$ cat src/rtl/mem_port_arbiter_if.sv
// Bundle of requester, memory and status signals around the unified-memory arbiter.
// The slave modport is the arbiter's view; master is the surrounding core and memory.
interface mem_port_arbiter_if #(
    parameter int ADDR_W = 32,
    parameter int DATA_W = 32
);
    localparam int BE_W = DATA_W / 8;

    // Fetch requester
    logic              instr_req_ip;
    logic [ADDR_W-1:0] instr_addr_ip;
    logic              instr_gnt_op;
    logic              instr_rvalid_op;
    logic [DATA_W-1:0] instr_rdata_op;

    // Load/store requester
    logic              data_req_ip;
    logic              data_we_ip;
    logic [BE_W-1:0]   data_be_ip;
    logic [ADDR_W-1:0] data_addr_ip;
    logic [DATA_W-1:0] data_wdata_ip;
    logic              data_gnt_op;
    logic              data_rvalid_op;
    logic [DATA_W-1:0] data_rdata_op;

    // Memory port
    logic              mem_req_op;
    logic              mem_we_op;
    logic [BE_W-1:0]   mem_be_op;
    logic [ADDR_W-1:0] mem_addr_op;
    logic [DATA_W-1:0] mem_wdata_op;
    logic              mem_rvalid_ip;
    logic [DATA_W-1:0] mem_rdata_ip;

    logic              busy_op;

    // Handshake: a requester raises req and holds it with stable fields until
    // the cycle its gnt is 1; the transfer is accepted at that rising edge.
    // The response is a one-cycle rvalid pulse; there is no back-pressure on it.
    modport slave (
        input  instr_req_ip, instr_addr_ip,
        output instr_gnt_op, instr_rvalid_op, instr_rdata_op,
        input  data_req_ip, data_we_ip, data_be_ip, data_addr_ip, data_wdata_ip,
        output data_gnt_op, data_rvalid_op, data_rdata_op,
        output mem_req_op, mem_we_op, mem_be_op, mem_addr_op, mem_wdata_op,
        input  mem_rvalid_ip, mem_rdata_ip,
        output busy_op
    );

    modport master (
        output instr_req_ip, instr_addr_ip,
        input  instr_gnt_op, instr_rvalid_op, instr_rdata_op,
        output data_req_ip, data_we_ip, data_be_ip, data_addr_ip, data_wdata_ip,
        input  data_gnt_op, data_rvalid_op, data_rdata_op,
        input  mem_req_op, mem_we_op, mem_be_op, mem_addr_op, mem_wdata_op,
        output mem_rvalid_ip, mem_rdata_ip,
        input  busy_op
    );
endinterface

$ cat src/rtl/mem_port_arbiter.sv
// Arbitrates fetch and load/store onto one single-port memory, one transaction in
// flight, data first, with a starvation counter that periodically forces a fetch.
module mem_port_arbiter #(
    parameter int ADDR_W       = 32,
    parameter int DATA_W       = 32,
    parameter int STARVE_LIMIT = 4
) (
    input  logic                                 clock,
    input  logic                                 reset,
    mem_port_arbiter_if.slave                    bus,
    output logic                                 state_dbg_op,
    output logic [$clog2(STARVE_LIMIT+1)-1:0]    starve_cnt_dbg_op
);
    localparam int BE_W  = DATA_W / 8;
    localparam int CNT_W = $clog2(STARVE_LIMIT + 1);
    localparam logic [CNT_W-1:0] CNT_MAX = CNT_W'(STARVE_LIMIT);

    typedef enum logic {ST_IDLE = 1'b0, ST_WAIT = 1'b1} state_e;
    typedef enum logic {OWN_INSTR = 1'b0, OWN_DATA = 1'b1} owner_e;

    state_e            state_q, state_d;
    owner_e            owner_q, owner_d;
    logic              load_q, load_d;
    logic [CNT_W-1:0]  starve_cnt_q, starve_cnt_d;
    logic              instr_rvalid_q, instr_rvalid_d;
    logic              data_rvalid_q, data_rvalid_d;
    logic [DATA_W-1:0] instr_rdata_q, instr_rdata_d;
    logic [DATA_W-1:0] data_rdata_q, data_rdata_d;

    logic              instr_win;
    logic              data_win;
    logic              grant;
    logic              resp;
    logic              win_we;
    logic [BE_W-1:0]   win_be;
    logic [ADDR_W-1:0] win_addr;
    logic [DATA_W-1:0] win_wdata;

    // Winner selection; suppressed outside IDLE and while reset is held low.
    always_comb begin
        instr_win = 1'b0;
        data_win  = 1'b0;
        if (reset && (state_q == ST_IDLE)) begin
            instr_win = bus.instr_req_ip &&
                        (!bus.data_req_ip || (starve_cnt_q == CNT_MAX));
            data_win  = bus.data_req_ip && !instr_win;
        end
    end

    assign grant = instr_win || data_win;
    assign resp  = (state_q == ST_WAIT) && bus.mem_rvalid_ip;

    // FSM state register
    always_ff @(posedge clock) begin
        if (!reset) begin
            state_q <= ST_IDLE;
        end else begin
            state_q <= state_d;
        end
    end

    // FSM next-state logic
    always_comb begin
        state_d = state_q;
        case (state_q)
            ST_IDLE: if (grant) state_d = ST_WAIT;
            ST_WAIT: if (bus.mem_rvalid_ip) state_d = ST_IDLE;
            default: state_d = ST_IDLE;
        endcase
    end

    // FSM outputs: grants and the combinational memory request mux
    always_comb begin
        win_we    = 1'b0;
        win_be    = '0;
        win_addr  = '0;
        win_wdata = '0;
        if (instr_win) begin
            win_be   = '1;
            win_addr = bus.instr_addr_ip;
        end else if (data_win) begin
            win_we    = bus.data_we_ip;
            win_be    = bus.data_be_ip;
            win_addr  = bus.data_addr_ip;
            win_wdata = bus.data_wdata_ip;
        end
        bus.instr_gnt_op = instr_win;
        bus.data_gnt_op  = data_win;
        bus.mem_req_op   = grant;
        bus.mem_we_op    = win_we;
        bus.mem_be_op    = win_be;
        bus.mem_addr_op  = win_addr;
        bus.mem_wdata_op = win_wdata;
        bus.busy_op      = (state_q == ST_WAIT);
        state_dbg_op     = state_q;
    end

    // Owner tracking, starvation counting and response capture
    always_comb begin
        owner_d        = owner_q;
        load_d         = load_q;
        starve_cnt_d   = starve_cnt_q;
        instr_rvalid_d = 1'b0;
        data_rvalid_d  = 1'b0;
        instr_rdata_d  = instr_rdata_q;
        data_rdata_d   = data_rdata_q;

        if (state_q == ST_IDLE) begin
            if (instr_win) begin
                owner_d      = OWN_INSTR;
                load_d       = 1'b1;
                starve_cnt_d = '0;
            end else if (data_win) begin
                owner_d = OWN_DATA;
                load_d  = !bus.data_we_ip;
                if (bus.instr_req_ip && (starve_cnt_q != CNT_MAX)) begin
                    starve_cnt_d = starve_cnt_q + CNT_W'(1);
                end
            end
            // A fetch that is not waiting has nothing to be starved of.
            if (!bus.instr_req_ip) begin
                starve_cnt_d = '0;
            end
        end

        if (resp) begin
            if (owner_q == OWN_INSTR) begin
                instr_rvalid_d = 1'b1;
                instr_rdata_d  = bus.mem_rdata_ip;
            end else begin
                data_rvalid_d = 1'b1;
                if (load_q) begin
                    data_rdata_d = bus.mem_rdata_ip;
                end
            end
        end
    end

    always_ff @(posedge clock) begin
        if (!reset) begin
            owner_q        <= OWN_INSTR;
            load_q         <= 1'b1;
            starve_cnt_q   <= '0;
            instr_rvalid_q <= 1'b0;
            data_rvalid_q  <= 1'b0;
            instr_rdata_q  <= '0;
            data_rdata_q   <= '0;
        end else begin
            owner_q        <= owner_d;
            load_q         <= load_d;
            starve_cnt_q   <= starve_cnt_d;
            instr_rvalid_q <= instr_rvalid_d;
            data_rvalid_q  <= data_rvalid_d;
            instr_rdata_q  <= instr_rdata_d;
            data_rdata_q   <= data_rdata_d;
        end
    end

    assign bus.instr_rvalid_op = instr_rvalid_q;
    assign bus.instr_rdata_op  = instr_rdata_q;
    assign bus.data_rvalid_op  = data_rvalid_q;
    assign bus.data_rdata_op   = data_rdata_q;
    assign starve_cnt_dbg_op   = starve_cnt_q;

    a_one_grant: assert property (@(posedge clock) disable iff (!reset)
        !(bus.instr_gnt_op && bus.data_gnt_op));
    a_no_grant_busy: assert property (@(posedge clock) disable iff (!reset)
        (state_q == ST_WAIT) |-> !bus.mem_req_op);
    a_one_rvalid: assert property (@(posedge clock) disable iff (!reset)
        !(bus.instr_rvalid_op && bus.data_rvalid_op));

endmodule

$ cat src/flat_wrapper.sv
// flat-port wrapper written by rule: the top's interface ports become plain ports
module mem_port_arbiter_flat 
#(
    parameter int ADDR_W       = 32,
    parameter int DATA_W       = 32,
    parameter int STARVE_LIMIT = 4
)
  (clock, reset, state_dbg_op, starve_cnt_dbg_op, bus_instr_req_ip, bus_instr_addr_ip, bus_instr_gnt_op, bus_instr_rvalid_op, bus_instr_rdata_op, bus_data_req_ip, bus_data_we_ip, bus_data_be_ip, bus_data_addr_ip, bus_data_wdata_ip, bus_data_gnt_op, bus_data_rvalid_op, bus_data_rdata_op, bus_mem_req_op, bus_mem_we_op, bus_mem_be_op, bus_mem_addr_op, bus_mem_wdata_op, bus_mem_rvalid_ip, bus_mem_rdata_ip, bus_busy_op);
  mem_port_arbiter_if #(.ADDR_W(ADDR_W), .DATA_W(DATA_W)) bus_i ();
  input  logic clock;
  input  logic reset;
  output logic state_dbg_op;
  output logic [$clog2(STARVE_LIMIT+1)-1:0] starve_cnt_dbg_op;
  input wire logic [$bits(bus_i.instr_req_ip)-1:0] bus_instr_req_ip;
  input wire logic [$bits(bus_i.instr_addr_ip)-1:0] bus_instr_addr_ip;
  output wire logic [$bits(bus_i.instr_gnt_op)-1:0] bus_instr_gnt_op;
  output wire logic [$bits(bus_i.instr_rvalid_op)-1:0] bus_instr_rvalid_op;
  output wire logic [$bits(bus_i.instr_rdata_op)-1:0] bus_instr_rdata_op;
  input wire logic [$bits(bus_i.data_req_ip)-1:0] bus_data_req_ip;
  input wire logic [$bits(bus_i.data_we_ip)-1:0] bus_data_we_ip;
  input wire logic [$bits(bus_i.data_be_ip)-1:0] bus_data_be_ip;
  input wire logic [$bits(bus_i.data_addr_ip)-1:0] bus_data_addr_ip;
  input wire logic [$bits(bus_i.data_wdata_ip)-1:0] bus_data_wdata_ip;
  output wire logic [$bits(bus_i.data_gnt_op)-1:0] bus_data_gnt_op;
  output wire logic [$bits(bus_i.data_rvalid_op)-1:0] bus_data_rvalid_op;
  output wire logic [$bits(bus_i.data_rdata_op)-1:0] bus_data_rdata_op;
  output wire logic [$bits(bus_i.mem_req_op)-1:0] bus_mem_req_op;
  output wire logic [$bits(bus_i.mem_we_op)-1:0] bus_mem_we_op;
  output wire logic [$bits(bus_i.mem_be_op)-1:0] bus_mem_be_op;
  output wire logic [$bits(bus_i.mem_addr_op)-1:0] bus_mem_addr_op;
  output wire logic [$bits(bus_i.mem_wdata_op)-1:0] bus_mem_wdata_op;
  input wire logic [$bits(bus_i.mem_rvalid_ip)-1:0] bus_mem_rvalid_ip;
  input wire logic [$bits(bus_i.mem_rdata_ip)-1:0] bus_mem_rdata_ip;
  output wire logic [$bits(bus_i.busy_op)-1:0] bus_busy_op;
  assign bus_i.instr_req_ip = bus_instr_req_ip;
  assign bus_i.instr_addr_ip = bus_instr_addr_ip;
  assign bus_instr_gnt_op = bus_i.instr_gnt_op;
  assign bus_instr_rvalid_op = bus_i.instr_rvalid_op;
  assign bus_instr_rdata_op = bus_i.instr_rdata_op;
  assign bus_i.data_req_ip = bus_data_req_ip;
  assign bus_i.data_we_ip = bus_data_we_ip;
  assign bus_i.data_be_ip = bus_data_be_ip;
  assign bus_i.data_addr_ip = bus_data_addr_ip;
  assign bus_i.data_wdata_ip = bus_data_wdata_ip;
  assign bus_data_gnt_op = bus_i.data_gnt_op;
  assign bus_data_rvalid_op = bus_i.data_rvalid_op;
  assign bus_data_rdata_op = bus_i.data_rdata_op;
  assign bus_mem_req_op = bus_i.mem_req_op;
  assign bus_mem_we_op = bus_i.mem_we_op;
  assign bus_mem_be_op = bus_i.mem_be_op;
  assign bus_mem_addr_op = bus_i.mem_addr_op;
  assign bus_mem_wdata_op = bus_i.mem_wdata_op;
  assign bus_i.mem_rvalid_ip = bus_mem_rvalid_ip;
  assign bus_i.mem_rdata_ip = bus_mem_rdata_ip;
  assign bus_busy_op = bus_i.busy_op;
  mem_port_arbiter #(.ADDR_W(ADDR_W), .DATA_W(DATA_W), .STARVE_LIMIT(STARVE_LIMIT)) u_core (.clock(clock), .reset(reset), .bus(bus_i), .state_dbg_op(state_dbg_op), .starve_cnt_dbg_op(starve_cnt_dbg_op));
endmodule
$ cat config.mk
export PLATFORM = sky130hd
export DESIGN_NAME = mem_port_arbiter_flat
export DESIGN_NICKNAME = d
export VERILOG_FILES = /design/src/rtl/mem_port_arbiter_if.sv /design/src/rtl/mem_port_arbiter.sv /design/src/flat_wrapper.sv
export SDC_FILE = /design/constraint.sdc
export NUM_CORES = 1
export LEC_CHECK = 0
export ABC_CLOCK_PERIOD_IN_PS = 1500
export BUFFER_PORTS_ARGS = -buffer_cell sky130_fd_sc_hd__buf_2
export CORE_AREA = 2 2 108 110
export CTS_CLUSTER_DIAMETER = 50
export CTS_CLUSTER_SIZE = 14
export DETAILED_ROUTE_END_ITERATION = 10
export DIE_AREA = 0 0 110 112
export PLACE_DENSITY_LB_ADDON = 0.2
export SYNTH_ARGS = -nofsm -noshare
export SYNTH_HDL_FRONTEND = slang
export SYNTH_SLANG_ARGS = --single-unit
$ cat constraint.sdc
create_clock -name clock -period 1.5 [get_ports clock]
set_input_delay 0.075 -clock clock [delete_from_list [all_inputs] [get_ports clock]]
set_output_delay 0.075 -clock clock [all_outputs]
set_load 0.005 [all_outputs]
After elaboration in Yosys (flattened, before gate mapping)
Index checks and enable logic that the tools add are counted.
- add/subtract/negate cells: 1
- equal/unequal tests: 4
- multiplexer cells: 23
- bitwise operators: 2
- reductions and logical operators: 16
- operator list (cell ; number):
    $mux 32 ; 4
    $mux 1 ; 12
    $mux 3 ; 4
    $mux 4 ; 2
    $ne 3x1->1 const B ; 2
    $reduce_and 2->1 ; 3
    $reduce_and 3->1 ; 2
    $logic_and 1x1->1 ; 5
    $add 3x1->3 const B ; 1
    $eq 3x3->1 const B ; 1
    $logic_not 1->1 ; 3
    $ne 3x3->1 const B ; 1
    $logic_or 1x1->1 ; 2
    $not 1->1 ; 2
    $pmux 1 s2 ; 1
    $reduce_bool 2->1 ; 1
- register bits: 72
- bits of input ports: 138
- output and inout bits: 143
- word-level logic and storage cells: 54

Longest topological paths before layout
Gate-level depths: netlist of the first run.
- depth after elaboration: 9
- depth in mapped cells: 7
- gate-level depth less buffers: 6

Least setup slack after synthesis of the first run
Ideal clock, no wire load.
- path kind: flip-flop to output port
- from: reg u_core.starve_cnt_q[0] (netlist: u_core.starve_cnt_dbg_op[0])
- to: out bus_mem_addr_op[10]
- arrival: 1.405 ns
- required time: 1.425 ns
- setup slack: 0.020 ns
- cell stages (with the launch flop): 8
- path buffers: 2
- cells stage by stage: dfxtp_1 inv_1 ha_1 a21boi_2 nor3b_2 buf_4 buf_4 a22o_1
- cells in the longest elaborated chain, start to end: 8
- elaborated cells on any way between the ends: 9
- those cells by class: 1 x eq/ne; 4 x mux; 4 x reduce/logical
- RTL lines (item ; RTL line ; source):
    from (decl) ; mem_port_arbiter.sv:24 ; logic [CNT_W-1:0] starve_cnt_q, starve_cnt_d;
    from (signal assigned) ; mem_port_arbiter.sv:151 ; starve_cnt_q <= starve_cnt_d;
    $eq 3x3->1 * ; mem_port_arbiter.sv:45 ; (!bus.data_req_ip || (starve_cnt_q == CNT_MAX));
    $logic_or 1x1->1 * ; mem_port_arbiter.sv:45 ;
    $logic_and 1x1->1 * ; mem_port_arbiter.sv:44 ; instr_win = bus.instr_req_ip &&
    $logic_not 1->1 ; mem_port_arbiter.sv:46 ; data_win = bus.data_req_ip && !instr_win;
    $logic_and 1x1->1 ; mem_port_arbiter.sv:46 ;
    $mux 1 ; mem_port_arbiter.sv:43 ; if (reset && (state_q == ST_IDLE)) begin
    $mux 32 ; mem_port_arbiter.sv:81 ; end else if (data_win) begin
    $mux 32 * ; mem_port_arbiter.sv:78 ; if (instr_win) begin
    to (decl) ; flat_wrapper.sv:30 ; output wire logic [$bits(bus_i.mem_addr_op)-1:0] bus_mem_addr_op;
Mark *: on every way between the ends. The rest lies on a longest branch, timed or not.

Final worst setup path of the first run
- from: reg u_core.starve_cnt_q[1] (netlist: u_core.starve_cnt_dbg_op[1])
- to: out bus_mem_addr_op[25]
The elaborated chain is that of the path after synthesis.

==> results.toml, run 1 <==
[placement]
port_buffers = 280
place_inst = 812
place_congestion = 0.845
dpl.hpwl_um = 10300

[global_routing]
gr-total-overflow = 0
antenna_found_initial = 1
grt_usage = 0.212
grt_max_degree = 84
grt_pass1_vias = 3771
grt_pass1_wl_um = 19800

[power_and_ir_drop]
intPower_uw = 3880
combPwrFrac = 0.160
ir_drop_mv = 0.667
power_density_mw_per_mm2 = 908
clockPowerShare = 0.457
swShare = 0.247
p_leak_uw = 0.00301
power.switching_uw = 1270
pwr-share-seq = 0.384

[sta]
fin_skew_ps = 12.1
max-slew-margin-rel = 0.500
whs_ps = 7.33
worst_pin_slew_ps = 751
worst_slack_ps = -242
fmaxAchievable_mhz = 574
finalSetupTns_ps = -10080
rsz0062_at_grt = "true"
period_share = 1.16
period_minus_slack_ps = 1740
hold_viol_final = 0
slew_viol_final = 0
setup_viol = 71

[yosys]
ys.flop_type = "dfxtp_1"
synth_edf_count = 0
synth.area.top_cells = "dfxtp_1 (43%), nand2_1 (11%), a22o_1 (8.4%), and3_1 (6.2%), a21boi_0 (6.1%)"
syn-cell-area_mm2 = 0.00334
yosysWarnings = 0
synthDistinctLibCells = 33
ys_ff_latch = 72
ys_seq_area_frac = 0.431
synth_most_common_cell = "nand2_1"
synth_fp_nets = 551
syn-instance-count = 411
async_flop_share = 0
yosys.area.top_type = "dfxtp_1"
synth_top_area_frac = 0.431
avgSynthCellArea_um2 = 8.14
ys_top_cells_by_count = "nand2_1 (99), dfxtp_1 (72), nand3_1 (34), o21ai_0 (34), and3_1 (33)"

[routing]
drt-vias-per-instance = 4.74
drt_iter0_markers = 221
final_antenna_net_count = 0
first_pass_iters = 4
via_count = 4057
drc_errors = 0
wire_per_inst_um = 16.0
drt-total-wl_um = 13700

[clock_tree]
ctsLongestPathBuffers = 2
cts_tree = "yes"
insertion_delay_ps = 330
htree_levels = 3
clockRootBuffer = "clkbuf_16"
cts.clk_slew.worst_paths_ps = 60
numClockSinks = 72
cts_made_buffers = 9

[final_layout]
finalNetCount = 847
layout-drive-gt1-share = 0.468
nFillCells = 1113
area_growth_pct = 69.5
instances_no_fill = 856

[floorplan]
rows = 39
die_w_um = 110
start_util = 0.299
die-area_mm2 = 0.0123
ios = 281
core_mm2 = 0.0112
dieHeight_um = 112

[worst_setup_path]
critical_path_class = "reg2out"
r2r-start = "u_core.starve_cnt_dbg_op[1]"
reg2reg_slack_ps = 70
cp.required_ps = 1420
worstSetupStartpointType = "register"
rr_endpoint = "u_core.load_q"
end_kind = "output port"
reg2reg_depth = 8
crit_path_start = "u_core.starve_cnt_dbg_op[1]"
crit_arrival_ps = 1670
cp_max_fo = 24

[worst_hold_path]
hp-class = "in2reg"
worstHoldStart = "bus_mem_rdata_ip[24]"
whs_path_depth = 3
min_to = "u_core.bus.instr_rdata_op[24]"

[outcome]
violations = "negative setup slack"
status = "finished with violations"

[job]
maxCapViolCount = 0
[worst max-delay path, stage by stage (launching register included)]
cell	delay, ps
dfxtp_2	320
inv_2	60
ha_4	150
nand3_2	140
nand2_4	120
inv_4	50
buf_12	140
a22o_1	240
buf_2	130
[through the flow]
stage	power, uW	utilization	cell area, um2	setup WS (ps)
CTS	5220	0.505	5640	-261
global route	5380	0.507	5670	-331
global placement	2740	0.443	4950	92.2
detailed placement	2750	0.443	4950	46.1
floorplan	2320	-	3340	19.7
finish	5150	0.507	5670	-242
[layout make-up]
type	instances	area [um2]	area share
well taps	143	179	0.0316
flip-flops and latches	72	1450	0.255
repair buffers	325	1980	0.350
clock buffers	9	225	0.0397
clock inverters	7	103	0.0181
inverters	4	17.5	0.00309
multi-input cells	295	1710	0.302
diodes	1	2.50	0.000441
[power groups by stage]
stage / Sequential [uW] / Clock, uW / Combinational (uW)
after floorplan: 2020 / 0 / 300
after global placement: 2020 / 0 / 723
after detailed placement: 2020 / 0 / 733
after CTS: 1980 / 2420 / 820
after global routing: 1980 / 2500 / 901
final: 1970 / 2350 / 822
[flip-flops by register name, summed over array words and instances, names as in the netlist]
name                        flops
u_core.bus.busy_op              1
u_core.bus.data_rdata_op       32
u_core.bus.data_rvalid_op       1
u_core.bus.instr_rdata_op      32
u_core.bus.instr_rvalid_op      1
u_core.load_q                   1
u_core.owner_q                  1
u_core.starve_cnt_dbg_op        3
[kinds of logic after synthesis]
| group | synth area share |
|---|---|
| AOI/OAI and AO/OA | 0.232 |
| adders and majority gates | 0.00748 |
| buffers and inverters | 0.0662 |
| DFF | 0.431 |
| and+or+nand+nor | 0.263 |
[metal layers]
metal | up-vias | GRT usage | routed length [um]
met1 | 1827 | 0.242 | 5510
li1 | 2022 | - | -
met4 | 0 | 0.110 | 587
met5 | - | 0 | 0
met2 | 179 | 0.355 | 6450
met3 | 29 | 0.0580 | 1140
[placed cells by master, fill, tap and decap left out, types with 2 or more instances in the layout]
cell,synthesis,final
clkinv_4,0,2
o21ai_0,34,34
bufinv_16,0,2
nand3_1,34,33
nand2_1,99,99
clkbuf_16,0,9
nor2b_1,2,2
and3_1,33,33
buf_16,0,3
dlygate4sd3_1,0,20
dfxtp_1,72,69
a21boi_1,9,9
buf_12,0,9
buf_4,4,9
buf_2,9,279
nand4b_1,2,2
a22o_1,32,32
dfxtp_2,0,3
nor2_1,3,3
a21boi_0,27,27
buf_6,4,5
a21o_1,4,4
inv_2,1,2
[worst max path at each step]
stage                          end  slack (ps)  depth (start not counted)
2_1_floorplan  bus_mem_addr_op[10]          20                          7
3_3_place_gp    bus_mem_addr_op[4]          90                          8
3_5_place_dp   bus_mem_addr_op[30]          50                          7
4_1_cts        bus_mem_addr_op[25]        -260                          8
5_1_grt        bus_mem_addr_op[17]        -330                          8
6_report       bus_mem_addr_op[25]        -240                          8
[repair_timing]
item	in CTS	in global routing
gates cloned	3	0
endpoints found under the hold margin	27	0
hold buffers	20	0
resized for setup	19	6
endpoints found under the setup margin	71	74
pin swaps	4	5
buffers inserted	4	0
Note: power is estimated with default switching activity, not from simulation.
==> run 2, diff against run 1 <==
- ABC_CLOCK_PERIOD_IN_PS: 1500 -> 1920
- CORE_AREA: 2 2 108 110 -> 2 2 110 112
- CTS_BUF_LIST: default -> sky130_fd_sc_hd__clkbuf_8
- DIE_AREA: 0 0 110 112 -> 0 0 112 114
- clock period: 1.5 -> 1.92 ns (I/O delays scaled with it)
==> run 2 against run 1 <==
Highest routed layer unchanged. Die area is 3.6% higher. Setup slack better by 310 ps. Sequential cell count stayed put. The flow now finishes without violations. Worst hold slack better by 13 ps.
==> results.toml, run 2 (same netlist as run 1, synthesis figures left out) <==
[worst_setup_path]
worstSetupStartpointType = "register"
crit_arrival_ps = 1760
end_kind = "output port"
cp.required_ps = 1820
cp_max_fo = 5
critical_path_class = "reg2out"

[final_layout]
layout-drive-gt1-share = 0.460
nFillCells = 1185
final_cell_mix = "buf_2 (280), nand2_1 (99), dfxtp_1 (70)"
finalNetCount = 859
final_common_cell = "buf_2"
area_growth_pct = 65.6
utilization = 0.473
n_antenna_cell = 0

[sta]
rsz0062_at_grt = "true"
setup_viol = 0
period_minus_slack_ps = 1860
fmaxAchievable_mhz = 539
slew_viol_final = 0
max-slew-margin-rel = 0.355
worst_pin_slew_ps = 967
finalSetupTns_ps = 0
worst_slack_ps = 63.9
fin_skew_ps = 8.74
hold_viol_final = 0
period_share = 0.967
whs_ps = 19.9

[floorplan]
rows = 40
die-area_mm2 = 0.0128
die_w_um = 112
dieHeight_um = 114
start_util = 0.286
ios = 281
core_mm2 = 0.0117

[routing]
via_count = 4129
first_pass_iters = 5
drt-vias-per-instance = 4.74
drt-total-wl_um = 13400
wire_per_inst_um = 15.4
final_antenna_net_count = 0
drt_iter0_markers = 186
drc_errors = 0

[clock_tree]
ctsLongestPathBuffers = 2
insertion_delay_ps = 350
cts.clk_slew.worst_paths_ps = 80
htree_levels = 3
cts_tree = "yes"
numClockSinks = 72
clockRootBuffer = "clkbuf_8"
cts_made_buffers = 9

[worst_hold_path]
hp-class = "in2reg"

[placement]
dpl.hpwl_um = 9930
dp_slack_ps = -306
port_buffers = 280
place_congestion = 1.01

[global_routing]
grt_pass1_vias = 3892
grt_pass1_wl_um = 19900
antenna_found_initial = 0
grt_max_degree = 105
grt_usage = 0.198
gr-total-overflow = 0

[outcome]
status = "finished, final reports clean"

[power_and_ir_drop]
p_total_uw = 3390
power_density_mw_per_mm2 = 612
p_leak_uw = 0.00295
ir_drop_mv = 0.390

[job]
maxCapViolCount = 0
==> run 2: cell count changes in the layout (fill, tap and decap cells not counted), moves of 3 or more <==
cell,delta
dlygate4sd3_1,+11
buf_12,-8
buf_4,+8
buf_16,-3
clkbuf_8,+9
clkbuf_16,-9
==> run 2: through the flow <==
step,area (um2),cells
5_1_grt,5540,871
4_1_cts,5450,868
3_3_place_gp,4860,815
2_1_floorplan,3340,411
3_5_place_dp,4860,815
6_report,5540,871
==> run 2: path summary, 6_finish.rpt <==
| check | startpoint | endpoint | slack (ps) | depth (start not counted) |
|---|---|---|---|---|
| worst max-delay path | u_core.starve_cnt_dbg_op[1] | bus_mem_addr_op[29] | 60 | 8 |
| worst min-delay path | bus_mem_rdata_ip[23] | u_core.bus.data_rdata_op[23] | 20 | 3 |
| worst max register to register | u_core.starve_cnt_dbg_op[1] | u_core.load_q | 510 | 7 |
| worst min register to register | u_core.bus.instr_rdata_op[10] | u_core.bus.instr_rdata_op[10] | 450 | 2 |
==> run 2: per-layer routing <==
metal	up-vias	wire length, um	GRT usage
met5	-	0	0
met4	0	337	0.0886
met3	19	1050	0.0478
met2	175	6640	0.342
met1	1895	5390	0.233
li1	2040	-	-
==> run 2: what timing repair did <==
action	CTS	global route
resized for setup	6	17
hold endpoints to repair	53	0
gates cloned	1	1
pin swaps	3	4
hold buffers	31	0
endpoints found under the setup margin	39	62
setup buffers	5	2
==> run 2: area by class of cell <==
class / count / area, um2 / share of cell area
Timing Repair Buffer: 336 / 1940 / 0.350
Multi-Input combinational cell: 296 / 1750 / 0.316
Sequential cell: 72 / 1440 / 0.261
Tap cell: 147 / 184 / 0.0332
Clock buffer: 9 / 124 / 0.0224
Clock inverter: 7 / 71.3 / 0.0129
Inverter: 4 / 27.5 / 0.00497
==> run 2: report_power, final <==
group / switching [uW] / internal (uW)
clock network: 608 / 600
logic: 297 / 345
registers: 16.5 / 1520
total: 921 / 2470
==> run 2: critical path, cell delays in order, from the launching register on <==
cell      delay (ps)
dfxtp_2          330
inv_2             60
ha_4             150
a21boi_4          70
buf_6            130
nor3b_4          270
buf_6            170
a22o_1           120
buf_2            110
==> run 3, diff against run 2 <==
- PLACE_DENSITY: default -> 0.73
- PLACE_DENSITY_LB_ADDON: 0.2 -> default
==> run 3 against run 2 <==
Register-to-register slack gained 20 ps. Largest cell class unchanged. Combinational power grew 1%. Clock power grew 6%. Setup slack lost 46 ps. Worst hold slack gained 2.9 ps. Final cell count grew 0.92%. Sequential power is essentially flat. Wire length grew 1.2%. Sequential cell count is the same. Design area grew 0.99%. Clock skew shrank 3.6 ps.
==> results.toml, run 3 (same netlist as run 1, synthesis figures left out) <==
[worst_setup_path]
cp.required_ps = 1820
end_kind = "output port"
crit_arrival_ps = 1810
worstSetupStartpointType = "register"
critical_path_class = "reg2out"
cp_max_fo = 6

[clock_tree]
insertion_delay_ps = 350
cts_tree = "yes"
cts.clk_slew.worst_paths_ps = 80
htree_levels = 3
clockRootBuffer = "clkbuf_8"
cts_made_buffers = 9
ctsLongestPathBuffers = 2
numClockSinks = 72

[power_and_ir_drop]
power_density_mw_per_mm2 = 620
p_total_uw = 3470
ir_drop_mv = 0.563
p_leak_uw = 0.00299

[final_layout]
layout-drive-gt1-share = 0.468
finalNetCount = 866
final_cell_mix = "buf_2 (280), nand2_1 (99), dfxtp_1 (69)"
area_growth_pct = 67.2
final_common_cell = "buf_2"

[global_routing]
gr-total-overflow = 0
grt_pass1_vias = 3931
grt_pass1_wl_um = 20500
antenna_found_initial = 1
grt_max_degree = 105
grt_usage = 0.203

[routing]
drc_errors = 0
final_antenna_net_count = 0
first_pass_iters = 5
wire_per_inst_um = 15.5
via_count = 4155
drt-total-wl_um = 13600
drt_iter0_markers = 300
drt-vias-per-instance = 4.73

[floorplan]
core_mm2 = 0.0117
ios = 281
start_util = 0.286
dieHeight_um = 114
die-area_mm2 = 0.0128
rows = 40
die_w_um = 112

[placement]
dpl.hpwl_um = 9680
place_congestion = 0.881
dp_slack_ps = -278
port_buffers = 280

[sta]
hold_viol_final = 0
fin_skew_ps = 5.10
finalSetupTns_ps = 0
period_share = 0.991
setup_viol = 0
max-slew-margin-rel = 0.378
rsz0062_at_grt = "true"
slew_viol_final = 0
worst_pin_slew_ps = 933
worst_slack_ps = 17.5
period_minus_slack_ps = 1900
fmaxAchievable_mhz = 526

[outcome]
status = "finished, final reports clean"

[job]
maxCapViolCount = 0

[worst_hold_path]
hp-class = "in2reg"
[run 3: cell count changes in the layout (fill, tap and decap cells not counted), moves of 2 or more]
cell and change:
a22o_4 -2, buf_6 -5, clkbuf_8 +3, buf_4 +11, a22o_1 +2
[run 3: timing repair]
item	CTS	global route
gates resized for setup	5	8
buffers inserted	9	4
pin swaps	3	4
hold endpoints to repair	52	0
hold buffers	30	0
gates cloned	1	1
setup endpoints to repair	66	38
[run 3: through the flow]
stage	hold slack, ps	cell area, um2	utilization	std cells
floorplan	231	3340	-	411
global placement	351	4880	0.417	817
detailed placement	357	4880	0.417	817
CTS	4.41	5520	0.471	873
global route	27.8	5590	0.478	879
finish	22.8	5590	0.478	879
[run 3: worst paths after layout]
kind	slack (ps)	depth (start not counted)	to	from
setup / recovery	20	8	bus_mem_be_op[2]	u_core.starve_cnt_dbg_op[1]
hold / removal	20	3	u_core.bus.instr_rdata_op[21]	bus_mem_rdata_ip[21]
setup reg to reg	530	7	u_core.load_q	u_core.starve_cnt_dbg_op[1]
hold reg to reg	450	2	u_core.bus.instr_rdata_op[10]	u_core.bus.instr_rdata_op[10]
[run 3: critical path: stages (launching register included)]
cell	delay, ps
dfxtp_2	330
inv_2	60
ha_4	140
a21boi_4	60
buf_6	120
nor3b_4	300
buf_12	160
a21o_1	150
buf_2	130
[run 3: final cells by class]
type | count | area (um2)
inverter | 4 | 15.0
antenna | 1 | 2.50
fill | 1146 | 6120
clock buffer | 12 | 165
sequential | 72 | 1450
tap | 147 | 184
timing repair buffer | 343 | 2000
multi-input combinational | 296 | 1730
clock inverter | 4 | 51.3
[run 3: where the power goes]
part | switching, uW | total (uW) | internal, uW
registers | 16.6 | 1540 | 1520
logic | 295 | 648 | 354
clock network | 572 | 1280 | 707
[run 3: routing by layer]
metal,global-route usage,routed length (um),vias up
met2,0.362,6810,194
li1,-,-,2055
met5,0,0,-
met4,0.0927,454,0
met3,0.0531,1110,27
met1,0.228,5200,1879
